### config.mk
export PLATFORM = sky130hd
export DESIGN_NAME = cpu_wb_cla_mul
export DESIGN_NICKNAME = d
export VERILOG_FILES = /design/src/rtl/cpu_wb_cla_mul.sv
export SDC_FILE = /design/constraint.sdc
export NUM_CORES = 2
export LEC_CHECK = 0
export BUFFER_PORTS_ARGS = -buffer_cell sky130_fd_sc_hd__buf_4
export CAP_MARGIN = 20
export CORE_ASPECT_RATIO = 1.5
export CORE_MARGIN = 2
export CORE_UTILIZATION = 30
export CTS_CLUSTER_SIZE = 16
export DETAILED_ROUTE_END_ITERATION = 8
export HOLD_SLACK_MARGIN = 0.06
export PLACE_DENSITY = 0.55
export SLEW_MARGIN = 20
export SYNTH_ARGS = -nofsm -noshare
export SYNTH_HDL_FRONTEND = slang
export SYNTH_HIERARCHICAL = 1
export SYNTH_SLANG_ARGS = --single-unit
### constraint.sdc
create_clock -name clk -period 0.8 [get_ports clk]
set_clock_uncertainty 0.1 [all_clocks]
set_input_delay 0.08 -clock clk [delete_from_list [all_inputs] [get_ports clk]]
set_output_delay 0.08 -clock clk [all_outputs]
set_load 0.01 [all_outputs]
### src/rtl/cpu_wb_cla_mul.sv
// cpu_wb_cla_mul: registered unsigned shift-and-add multiplier summed through a chain of two-level CLA adders.
// Define CLA_MUL_INREG_EN to capture the operands in input registers ahead of the array (latency 2).
module cpu_wb_cla_add #(
    parameter int W = 32
) (
    input  logic [W-1:0] a_i,
    input  logic [W-1:0] b_i,
    output logic [W:0]   s_o
);
    localparam int NB = W / 4;
    logic [W-1:0]  g, p, c;
    logic [NB-1:0] bg, bp;
    logic [NB:0]   bc;
    logic          t;
    always_comb begin
        g = a_i & b_i;
        p = a_i ^ b_i;
        for (int k = 0; k < NB; k++) begin
            bg[k] = g[4*k+3] | (p[4*k+3] & g[4*k+2]) | (p[4*k+3] & p[4*k+2] & g[4*k+1])
                  | (p[4*k+3] & p[4*k+2] & p[4*k+1] & g[4*k]);
            bp[k] = &p[4*k +: 4];
        end
        // Each block carry is a flat sum of products over group P/G; carry-in is 0.
        bc = '0;
        t  = 1'b0;
        for (int k = 1; k <= NB; k++) begin
            for (int j = 0; j < k; j++) begin
                t = bg[j];
                for (int m = j + 1; m < k; m++) t = t & bp[m];
                bc[k] = bc[k] | t;
            end
        end
        for (int k = 0; k < NB; k++) begin
            c[4*k]   = bc[k];
            c[4*k+1] = g[4*k] | (p[4*k] & bc[k]);
            c[4*k+2] = g[4*k+1] | (p[4*k+1] & g[4*k]) | (p[4*k+1] & p[4*k] & bc[k]);
            c[4*k+3] = g[4*k+2] | (p[4*k+2] & g[4*k+1]) | (p[4*k+2] & p[4*k+1] & g[4*k])
                     | (p[4*k+2] & p[4*k+1] & p[4*k] & bc[k]);
        end
        s_o = {bc[NB], p ^ c};
    end
endmodule

module cpu_wb_cla_mul #(
    parameter int MULTICAND_WID  = 32,
    parameter int MULTIPLIER_WID = 32
) (
    input  logic                                  clk,
    input  logic                                  rst_n,
    input  logic [MULTICAND_WID-1:0]              multicand,
    input  logic [MULTIPLIER_WID-1:0]             multiplier,
    output logic [MULTICAND_WID+MULTIPLIER_WID-1:0] product
);
    localparam int A  = MULTICAND_WID;
    localparam int B  = MULTIPLIER_WID;
    localparam int PW = A + B;
    logic [A-1:0]  mc;
    logic [B-1:0]  mp;
    logic [PW-1:0] acc [B];
    logic [PW-1:0] product_d, product_q;
`ifdef CLA_MUL_INREG_EN
    logic [A-1:0] mc_q;
    logic [B-1:0] mp_q;
    always_ff @(posedge clk or negedge rst_n) begin
        if (!rst_n) begin
            mc_q <= '0;
            mp_q <= '0;
        end else begin
            mc_q <= multicand;
            mp_q <= multiplier;
        end
    end
    assign mc = mc_q;
    assign mp = mp_q;
`else
    assign mc = multicand;
    assign mp = multiplier;
`endif
    assign acc[0] = PW'(mc & {A{mp[0]}});
    // Bits below row i are final; only the A-bit window at i is added, its carry-out becomes bit i+A.
    for (genvar i = 1; i < B; i++) begin : g_row
        logic [A:0] s;
        cpu_wb_cla_add #(.W(A)) u_add (
            .a_i(acc[i-1][i +: A]),
            .b_i(mc & {A{mp[i]}}),
            .s_o(s)
        );
        assign acc[i] = PW'({s, acc[i-1][i-1:0]});
    end
    assign product_d = acc[B-1];
    always_ff @(posedge clk or negedge rst_n) begin
        if (!rst_n) product_q <= '0;
        else        product_q <= product_d;
    end
    assign product = product_q;
endmodule

==> out/qor.txt <==
Yosys reg bits - 64
RSZ-0062 raised after global routing - true
share of cells above drive strength 1 - 0.398
sequential area share after synthesis - 0.0320
# setup viols final - 126
yosys warns - 6
clock-pin slew on the worst setup and hold paths - 70 ps
number of I/O port buffers - 129
Nets - 9659
routability cong. - 0.871
Slew headroom - 0.519
CP dominant cell by count - ha_4
maxcap violations - 0
via count - 52200
Row Count - 183
Setup crit end kind - flip-flop
core area - 166000 um2
CTS Hold Bufs - 1
clk buf depth - 2
Worst Tran Pin Value - 722 ps
Post-Route WL - 168000 um
Starting Density - 0.302
Slew Limit Fails - 0
Final Cycle Share - 57.2
Vias/cell - 4.93
Num Clock Sinks - 64
Final WS setup - -44950 ps
TritonRoute pass-1 iters - 5
Critical Path Sink - product[59]
# DRC - 0
CP startpoint - multicand[3]
critical path's top delay family - adder cells
Ports - 130
antenna viol nets, final - 0
Post-synth top flop - dfrtp_1
initial antenna violation count - 7
final hold slack - -96.2 ps
Setup CP Type - in2reg
critical path peak fanout - 4
DP HPWL - 136000 um
number of synthesized flops with an enable pin - 0
Stages on worst setup path - 209
Iter 0 DRT Violations - 1316
Layout area overhead - 52.1%
Die Area - 170000 um2
CTS tree - built
die height - 504 um
Clock Root Buffer - clkbuf_16
drt wl/cell - 15.9 um
Yosys cell types - 77
CP max stage delay - 560 ps
fin crit period - 45750 ps
Critical Path Start Type - primary input
max reg flops - 64
Final Hold Vio Count - 18
vias in the first global route - 55900
CP Data Arrival Time - 45960 ps
CTS buffer count - 9
Post-Syn Instances - 6103
Tot GR Track Use - 0.197
first-pass GRT wire length - 274000 um
pin count of the biggest net entering global routing - 32
H-tree depth - 3
DIE WIDTH - 338 um
Worst Path Buf+Inv - 22
Syn Area/Cell - 8.20 um2
synthesized area - 50100 um2
run status - complete, but fails checks
share of flip-flops with an asynchronous set or reset - 1.00
highest-delay cell along the critical path - fa_1
Critical Path RT - 1010 ps
failing checks - negative hold slack, negative setup slack
final core occ - 0.459
Mapped Nets - 7409
Hold Path Class - in2reg
total grt overflow - 0
FMAX - 21.9 MHz
hold depth - 3
-- cells by family (layout without fill, tap and decap cells) --
family,count (synthesis),after routing,share of synthesized area
compound gates,1520,1520,0.213
xor+xnor,610,610,0.107
simple gates,2175,2175,0.258
flops,64,64,0.0320
mux,10,10,0.00200
buf+inv,483,2738,0.0410
fa+ha+maj,1240,1240,0.347
other cells,1,6,0.0000749
-- stage by stage --
| step | TNS, ps | setup slack, ps | std cells | area [um2] | hold WS, ps |
|---|---|---|---|---|---|
| finish | -1837610 | -44950 | 10600 | 76100 | -96.2 |
| global route | -1920970 | -47300 | 10600 | 76100 | -105 |
| CTS | -1850380 | -45070 | 10500 | 75000 | -134 |
| detailed placement | -1884000 | -46230 | 10400 | 72300 | 89.3 |
| global placement | -1866870 | -45670 | 10400 | 72300 | 93.9 |
| floorplan | -1711930 | -43760 | 6103 | 53300 | -316 |
-- timing repair --
| action | 4_1_cts | 5_1_grt |
|---|---|---|
| hold endpoints to repair | 90 | 22 |
| pin swaps | 275 | 133 |
| buffers inserted | 107 | 44 |
| endpoints found under the setup margin | 127 | 127 |
| gates resized for setup | 255 | 157 |
-- synthesized netlist by cell type, drive strengths merged (174+ instances only) --
cell type | count | share of area
and2 | 1035 | 0.13
ha | 992 | 0.25
a21oi | 494 | 0.052
xor2 | 353 | 0.062
nor2 | 298 | 0.023
inv | 281 | 0.021
a21o | 259 | 0.039
xnor2 | 257 | 0.045
o21ai | 252 | 0.026
fa | 248 | 0.099
nand2 | 228 | 0.017
buf | 174 | 0.017
-- metal layers --
layer / global-route usage / vias to the layer above / wire length [um]
li1: - / 26300 / -
met1: 0.205 / 25100 / 65200
met2: 0.392 / 526 / 91000
met3: 0.0114 / 259 / 2460
met4: 0.0978 / 0 / 9550
met5: 0 / - / 0
-- worst min path at each step --
| stage | end | from | slack (ps) |
|---|---|---|---|
| after floorplan | product[0] | rst_n | -320 |
| after global routing | product[1] | multicand[0] | -100 |
| after global placement | product[36] | rst_n | 90 |
| final | product[1] | multicand[0] | -100 |
| after detailed placement | product[36] | rst_n | 90 |
| after CTS | product[1] | multicand[0] | -130 |
-- placed cells by master (no fill, tap or decap), drive strengths merged, types with 61 or more instances in the layout --
master / synthesis / final
buf: 174 / 2440
and2: 1035 / 1035
ha: 992 / 992
a21oi: 494 / 494
xor2: 353 / 353
nor2: 298 / 298
inv: 281 / 283
a21o: 259 / 259
xnor2: 257 / 257
o21ai: 252 / 252
fa: 248 / 248
nand2: 228 / 228
nor3: 104 / 104
nand4: 85 / 85
nand2b: 72 / 72
o21a: 71 / 71
nand3: 65 / 65
dfrtp: 64 / 64
o21bai: 62 / 62
or2: 61 / 61
-- layout make-up --
| class | instances | area [um2] |
|---|---|---|
| well taps | 2220 | 2780 |
| clock buffers | 9 | 225 |
| flip-flops and latches | 64 | 1600 |
| clock inverters | 7 | 103 |
| inverters | 281 | 1060 |
| fillers | 16200 | 89600 |
| diodes | 5 | 12.5 |
| repair buffers | 2441 | 18800 |
| multi-input cells | 5556 | 51600 |
Power is left out: the tool's default activity adds up to more than one toggle a clock period on the data nets, which glitch-free logic cannot reach.
